## src/rtl/arb_pkg.sv

```systemverilog
// Shared definitions for the 4-way round-robin packet arbiter.
package arb_pkg;

  localparam int unsigned NUM_REQ = 4;
  localparam int unsigned GRANT_W = 2;

  // FSM state encoding
  localparam logic [0:0] ST_IDLE   = 1'b0;
  localparam logic [0:0] ST_LOCKED = 1'b1;

  // First requester with valid set, searching upward from ptr with wrap.
  // Callers only use the result when at least one request is pending.
  function automatic logic [GRANT_W-1:0] rr_pick(
    input logic [NUM_REQ-1:0] req,
    input logic [GRANT_W-1:0] ptr
  );
    logic [GRANT_W-1:0] idx;
    logic               found;
    rr_pick = ptr;
    found   = 1'b0;
    for (int unsigned k = 0; k < NUM_REQ; k++) begin
      idx = ptr + GRANT_W'(k);
      if (!found && req[idx]) begin
        rr_pick = idx;
        found   = 1'b1;
      end
    end
  endfunction

endpackage

```

## src/rtl/mux4.sv

```systemverilog
// Generic 4:1 payload multiplexer.
module mux4 #(
  parameter int unsigned WIDTH = 32
) (
  input  logic [1:0]       sel,
  input  logic [WIDTH-1:0] d0,
  input  logic [WIDTH-1:0] d1,
  input  logic [WIDTH-1:0] d2,
  input  logic [WIDTH-1:0] d3,
  output logic [WIDTH-1:0] y
);

  // Select one of four inputs
  always_comb begin
    y = d0;
    case (sel)
      2'd1:    y = d1;
      2'd2:    y = d2;
      2'd3:    y = d3;
      default: y = d0;
    endcase
  end

endmodule

```

## src/rtl/rr_arb4.sv

```systemverilog
// Round-robin arbiter merging four packet streams onto one channel.
// A grant is held for the whole packet and released after the last beat.
module rr_arb4
  import arb_pkg::*;
#(
  parameter int unsigned WIDTH = 32
) (
  input  logic                 i_clk,
  input  logic                 i_rst_n,
  input  logic [WIDTH-1:0]     i_data0,
  input  logic [WIDTH-1:0]     i_data1,
  input  logic [WIDTH-1:0]     i_data2,
  input  logic [WIDTH-1:0]     i_data3,
  input  logic [NUM_REQ-1:0]   i_req_valid,
  input  logic [NUM_REQ-1:0]   i_req_last,
  output logic [NUM_REQ-1:0]   o_req_ready,
  output logic                 o_valid,
  output logic [WIDTH-1:0]     o_data,
  output logic                 o_last,
  input  logic                 i_ready,
  output logic [GRANT_W-1:0]   o_grant,
  output logic                 o_busy
);

  logic [0:0]         state_q, state_d;
  logic [GRANT_W-1:0] grant_q, grant_d;
  logic [GRANT_W-1:0] ptr_q,   ptr_d;
  logic               xfer;
  logic [WIDTH-1:0]   mux_y;

  // Payload path follows the grant register
  mux4 #(
    .WIDTH (WIDTH)
  ) u_mux4 (
    .sel (grant_q),
    .d0  (i_data0),
    .d1  (i_data1),
    .d2  (i_data2),
    .d3  (i_data3),
    .y   (mux_y)
  );

  // State, grant and round-robin pointer registers
  always_ff @(posedge i_clk or negedge i_rst_n) begin
    if (!i_rst_n) begin
      state_q <= ST_IDLE;
      grant_q <= '0;
      ptr_q   <= '0;
    end else begin
      state_q <= state_d;
      grant_q <= grant_d;
      ptr_q   <= ptr_d;
    end
  end

  // Next-state logic and channel outputs; outputs follow the current state
  always_comb begin
    state_d     = state_q;
    grant_d     = grant_q;
    ptr_d       = ptr_q;
    xfer        = 1'b0;
    o_valid     = 1'b0;
    o_last      = 1'b0;
    o_data      = '0;
    o_req_ready = '0;
    o_busy      = 1'b0;

    if (state_q == ST_LOCKED) begin
      o_valid              = i_req_valid[grant_q];
      o_last               = i_req_last[grant_q];
      o_data               = mux_y;
      o_busy               = 1'b1;
      o_req_ready[grant_q] = i_ready;
      xfer                 = i_req_valid[grant_q] && i_ready;
      if (xfer && i_req_last[grant_q]) begin
        state_d = ST_IDLE;
        ptr_d   = grant_q + GRANT_W'(1);
      end
    end else begin
      if (|i_req_valid) begin
        grant_d = rr_pick(i_req_valid, ptr_q);
        state_d = ST_LOCKED;
      end
    end
  end

  assign o_grant = grant_q;

endmodule

```

## config.mk

```make
export PLATFORM = sky130hd
export DESIGN_NAME = rr_arb4
export DESIGN_NICKNAME = d
export VERILOG_FILES = /design/src/rtl/arb_pkg.sv /design/src/rtl/mux4.sv /design/src/rtl/rr_arb4.sv
export SDC_FILE = /design/constraint.sdc
export NUM_CORES = 1
export LEC_CHECK = 0
export CAP_MARGIN = 20
export CORE_MARGIN = 2
export CORE_UTILIZATION = 24
export CTS_BUF_LIST = sky130_fd_sc_hd__clkbuf_8
export CTS_CLUSTER_DIAMETER = 60
export DETAILED_ROUTE_END_ITERATION = 8
export GPL_TIMING_DRIVEN = 0
export PLACE_DENSITY = 0.78
export SYNTH_ARGS = -nofsm -noshare
export SYNTH_HDL_FRONTEND = slang
export SYNTH_HIERARCHICAL = 1
export SYNTH_SLANG_ARGS = --single-unit
export TNS_END_PERCENT = 100
```

## constraint.sdc

```tcl
create_clock -name i_clk -period 1.75 [get_ports i_clk]
set_clock_uncertainty 0.2 [all_clocks]
set_input_delay 0.175 -clock i_clk [delete_from_list [all_inputs] [get_ports i_clk]]
set_output_delay 0.175 -clock i_clk [all_outputs]
set_load 0.03 [all_outputs]
```

==> metrics.cfg, run 1 <==
[synth]
synth_top_family_by_area = multiplexers
synth_nets = 261
ys_ff_latch = 5
synth_top_flop_cell = dfrtp_1
synth_common_cells = and2_1, mux4_2, dfrtp_1
netlist_area_um2 = 1460
synth_mux_area_frac = 0.551
yosys_warnings = 6
async_reset_ff_frac = 1.00
synth_seq_area_share = 0.0855
synth-compound-area-share = 0.0470
synth_xor_area_frac = 0
ys_types = 25
synth_adder_area_share = 0.0342
synth.most_common_cell = and2_1
syn_avg_cell_area_um2 = 12.4
synth_area_leaders = mux4_2, and2_1, dfrtp_1
yosys.area.top_type = mux4_2
synthDominantCellAreaShare = 0.462
synth_edf_count = 0
syn-instance-count = 118
yosys.area_share.simple = 0.203

[clock_tree]
clkTransAtPathRegs_ns = 0.03
clk_root_buffer_cell = clkbuf_8
cts_buffer_depth = 2
ctsHtreeMaxLevel = 1
clk_latency_ns = 0.23
numCtsBuffers = 3
cts_sinks = 5
cts_tree = yes

[placement]
place_congestion = 0.736
post_dp_cell_area_um2 = 3430
pre_cts_ws_ns = -0.866
io_buffers = 179
dp_hpwl_mm = 5.64

[sta]
timing.final.ws_setup_ns = -0.354
tightest_slew_ns = 0.508
min_period_ns = 2.10
rsz0062_at_grt = true
fin_crit_sh = 1.20
holdWs_ns = 0.235
setup_violations = 41
slew_headroom = 0.661
finalHoldViolations = 0
setup_tns_ns = -12.17
fmax_ghz = 0.475
finalMaxSlewViolations = 0

[pwr]
p_leak_nw = 1.52
ir_drop_uv = 941
p_per_area_nw_per_um2 = 1600
total_power_mw = 6.00

[global_route]
grt_max_degree = 11
grt_overflow = 0
grt_pass1_wl_mm = 9.32
grt.total_usage = 0.183
grt_pass1_vias = 1809
antenna_found_initial = 0

[floorplanning]
io_pins = 180
start_util = 0.247
dieArea_um2 = 6730
core-area_um2 = 5920
fp.dieW_um = 82.1
die_h_um = 82.1
row_count = 28

[setup_path]
crit_fanout = 8
path_class = reg -> out
rr_worst_depth = 6
worstPathRequired_ns = 1.37
critPathCaptureType = primary output
cp.arrival_ns = 1.73
cp-start-kind = flop

[routing]
dr.pass1.iters = 4
drc_errors = 0
num_vias = 1847
drt_wl_total_mm = 7.08
drt_iter0_markers = 21
avgRoutedWirePerCell_um = 18.1
via_per_inst = 4.71
ant_nets = 0

[outcome]
violations = negative setup slack
outcome = finished, violations left

[run]
max_cap_violations = 0

[final_layout]
finalInstanceArea_um2 = 3750
antenna_cells = 0
layout-drive-gt1-share = 0.454
fin_nets = 461
synthToLayoutAreaGrowth_pct = 156

[worst_hold_path]
worstHoldPathCells = 3
hp-class = in -> reg

## where the power goes
part	total (mW)	switching [mW]	internal (mW)
clock	0.212	0.0614	0.151
combinational	5.54	2.43	3.11
sequential	0.245	0.0720	0.173
## area by class of cell
type / count / area (um^2)
timing repair buffer: 195 / 2030
fill: 501 / 2170
multi-input combinational: 98 / 1320
clock buffer: 3 / 41.3
tap: 75 / 93.8
buffer: 11 / 114
clock inverter: 1 / 3.75
sequential: 5 / 128
inverter: 4 / 17.5
## critical path: stages, from the launching register on
cell and delay, ns:
dfrtp_2 0.39, buf_12 0.16, clkbuf_16 0.16, mux4_2 0.50, and2_4 0.17, buf_6 0.13
## placed cells by master, fill, tap and decap left out, drive strengths merged
master / n
clkdlybuf4s50: 136
buf: 57
and2: 34
mux4: 34
clkbuf: 11
inv: 5
dfrtp: 5
a21oi: 4
and3: 4
ha: 4
o21ai: 3
nor2b: 3
dlygate4sd2: 3
nand2: 2
o221ai: 2
or4: 1
nand4: 1
o21a: 1
nor2: 1
mux2i: 1
nor3b: 1
o22a: 1
mux2: 1
dlygate4sd3: 1
dlymetal6s2s: 1
## metal layers
layer | track usage | up-vias | routed length, um
met5 | 0 | - | 0
met4 | 0.0367 | 0 | 110
met3 | 0.0297 | 9 | 604
met2 | 0.341 | 91 | 3790
met1 | 0.219 | 881 | 2580
li1 | - | 866 | -
## per-stage QoR
| stage | utilization | instances |
|---|---|---|
| final | 0.633 | 392 |
| after global routing | 0.633 | 392 |
| after CTS | 0.599 | 383 |
| after detailed placement | 0.579 | 372 |
| after global placement | 0.579 | 372 |
| after floorplan | - | 118 |
## state kept, by name, indices dropped and copies added (netlist names)
register and flops:
o_grant 2, ptr_q 2, state_q 1
## what timing repair did
| item | 4_1_cts | 5_1_grt |
|---|---|---|
| setup endpoints to repair | 42 | 42 |
| buffers inserted | 6 | 6 |
| gates cloned | 0 | 3 |
| hold endpoints to repair | 5 | 0 |
| resized for setup | 275 | 23 |
| hold buffers | 1 | 0 |
## logic make-up (layout without fill, tap and decap cells)
group	count (synthesis)	count (layout)
buffers and inverters	15	214
adders and majority gates	4	4
DFF	5	5
muxes	36	36
and+or+nand+nor	47	47
AOI/OAI and AO/OA	11	11
## worst paths after layout
path                                          endpoint                   start  slack [ns]
worst max-delay path                        o_data[12]  o_grant[0]$_DFFE_PN0P_       -0.35
worst min-delay path            o_grant[0]$_DFFE_PN0P_          i_req_valid[1]        0.24
worst max register to register    ptr_q[1]$_DFFE_PN0P_  o_grant[0]$_DFFE_PN0P_       -0.25
worst min register to register    ptr_q[0]$_DFFE_PN0P_    ptr_q[0]$_DFFE_PN0P_        0.34
max in group asynchronous       o_grant[0]$_DFFE_PN0P_                 i_rst_n        0.61
min in group asynchronous         ptr_q[0]$_DFFE_PN0P_                 i_rst_n        0.52
Power figures use the tool's default switching activity.
==> run 2: changes to the inputs <==
--- a/config.mk
+++ b/config.mk
@@ -12,6 +12,7 @@
 export CTS_CLUSTER_DIAMETER = 60
 export DETAILED_ROUTE_END_ITERATION = 8
 export GPL_TIMING_DRIVEN = 0
+export MAX_ROUTING_LAYER = met4
 export PLACE_DENSITY = 0.78
 export SYNTH_ARGS = -nofsm -noshare
 export SYNTH_HDL_FRONTEND = slang
==> run 2 against run 1 <==
Worst hold slack lost 0.0017 ns. Register-to-register slack about the same. Design area is the same. The run still ends with negative setup slack left. Non-clock buffer count is the same. Power about the same. Highest routed layer unchanged. Sequential share of layout area unchanged. Critical path type unchanged. Count of clock-buffer cells in the layout did not move. Maximum frequency is essentially flat.
==> metrics.cfg, run 2 (synthesis gave the netlist of run 1 again) <==
[clock_tree]
cts_sinks = 5
cts_buffer_depth = 2
clk_root_buffer_cell = clkbuf_8
clkTransAtPathRegs_ns = 0.03
cts_tree = yes
clk_latency_ns = 0.23
ctsHtreeMaxLevel = 1
numCtsBuffers = 3

[worst_hold_path]
worstHoldPathCells = 3
worstHoldStart = i_req_valid[1]
min_to = o_grant[0]$_DFFE_PN0P_
hp-class = in -> reg

[setup_path]
path_class = reg -> out
crit_fanout = 8
regToRegSetupSlack_ns = -0.26
rr_worst_depth = 6
cp.arrival_ns = 1.73
worstPathRequired_ns = 1.37
rr_startpoint = o_grant[0]$_DFFE_PN0P_
cp-start-kind = flop
rr_endpoint = ptr_q[1]$_DFFE_PN0P_
critPathCaptureType = primary output

[run]
max_cap_violations = 0

[sta]
setup_violations = 41
min_period_ns = 2.10
fmax_ghz = 0.475
rsz0062_at_grt = true
finalHoldViolations = 0
holdWs_ns = 0.233
slew_headroom = 0.650
finalMaxSlewViolations = 0
fin_crit_sh = 1.20
setup_tns_ns = -12.14
timing.final.ws_setup_ns = -0.354
tightest_slew_ns = 0.526

[final_layout]
layout-drive-gt1-share = 0.454
synthToLayoutAreaGrowth_pct = 156
most-common-layout-cells = clkdlybuf4s50_1, buf_6, and2_4, mux4_2, buf_4
mostFrequentLayoutCell = clkdlybuf4s50_1
fill_cells = 501
fin_util = 0.633
antenna_cells = 0
fin_nets = 461

[floorplanning]
start_util = 0.247
die_h_um = 82.1
core-area_um2 = 5920
fp.dieW_um = 82.1
io_pins = 180
dieArea_um2 = 6730
row_count = 28

[routing]
via_per_inst = 4.72
num_vias = 1849
dr.pass1.iters = 4
drt_iter0_markers = 23
ant_nets = 0
drc_errors = 0
avgRoutedWirePerCell_um = 18.1
drt_wl_total_mm = 7.08

[global_route]
grt_pass1_vias = 1811
grt.total_usage = 0.188
grt_pass1_wl_mm = 9.29
antenna_found_initial = 0
grt_max_degree = 11
grt_overflow = 0

[placement]
io_buffers = 179
place_congestion = 0.746
dp_hpwl_mm = 5.64

[pwr]
intPower_mw = 3.44
power.share.switching = 0.427
p_clk_frac = 0.035
combPwrFrac = 0.924
ir_drop_uv = 943
p_seq_frac = 0.041
p_leak_nw = 1.52
power.net_switching_mw = 2.56
total_power_mw = 6.00
p_per_area_nw_per_um2 = 1600

[outcome]
outcome = finished, violations left
violations = negative setup slack

-- run 2: per-layer routing --
layer,track usage,vias up,share of wire
met5,-,-,0
met4,0.0417,0,0.019
met3,0.0231,13,0.078
met2,0.339,87,0.53
met1,0.223,880,0.37
li1,-,869,-
-- run 2: area by class of cell --
| type | instances | area [um^2] | share of cell area |
|---|---|---|---|
| repair buffers | 195 | 2030 | 0.541 |
| multi-input cells | 98 | 1320 | 0.353 |
| flip-flops and latches | 5 | 128 | 0.0340 |
| plain buffers | 11 | 114 | 0.0304 |
| well taps | 75 | 93.8 | 0.0250 |
| clock buffers | 3 | 41.3 | 0.0110 |
| inverters | 4 | 17.5 | 0.00467 |
| clock inverters | 1 | 3.75 | 0.00100 |
-- run 2: power groups by stage --
stage | registers (mW) | logic (mW) | clock network [mW]
after global routing | 0.255 | 5.84 | 0.221
after detailed placement | 0.282 | 4.80 | 0
final | 0.246 | 5.54 | 0.212
after floorplan | 0.305 | 3.14 | 0
after global placement | 0.282 | 4.77 | 0
after CTS | 0.242 | 5.16 | 0.221
-- run 2: per-stage QoR --
step | instances | setup slack, ns | cell area (um^2)
4_1_cts | 383 | -0.357 | 3550
5_1_grt | 392 | -0.390 | 3750
6_report | 392 | -0.354 | 3750
3_5_place_dp | 372 | -0.866 | 3430
3_3_place_gp | 372 | -0.808 | 3430
2_1_floorplan | 118 | -0.138 | 1550
-- run 2: how the worst max path moves through the flow --
| stage | start | to | slack, ns | depth (start not counted) |
|---|---|---|---|---|
| detailed placement | state_q$_DFF_PN0_ | o_data[24] | -0.87 | 4 |
| CTS | o_grant[0]$_DFFE_PN0P_ | o_data[26] | -0.36 | 5 |
| global route | o_grant[0]$_DFFE_PN0P_ | o_data[26] | -0.39 | 5 |
| floorplan | o_grant[0]$_DFFE_PN0P_ | o_data[0] | -0.14 | 4 |
| finish | o_grant[0]$_DFFE_PN0P_ | o_data[12] | -0.35 | 5 |
| global placement | state_q$_DFF_PN0_ | o_data[24] | -0.81 | 4 |
-- run 2: what timing repair did --
item	4_1_cts	5_1_grt
endpoints found under the setup margin	42	42
gates resized for setup	275	23
gates cloned	0	3
hold endpoints to repair	5	0
setup buffers	6	6
hold buffers	1	0
-- run 2: critical path, cell delays in order, from the launching register on --
cell       delay [ns]
dfrtp_2          0.39
buf_12           0.16
clkbuf_16        0.16
mux4_2           0.50
and2_4           0.17
buf_6            0.13
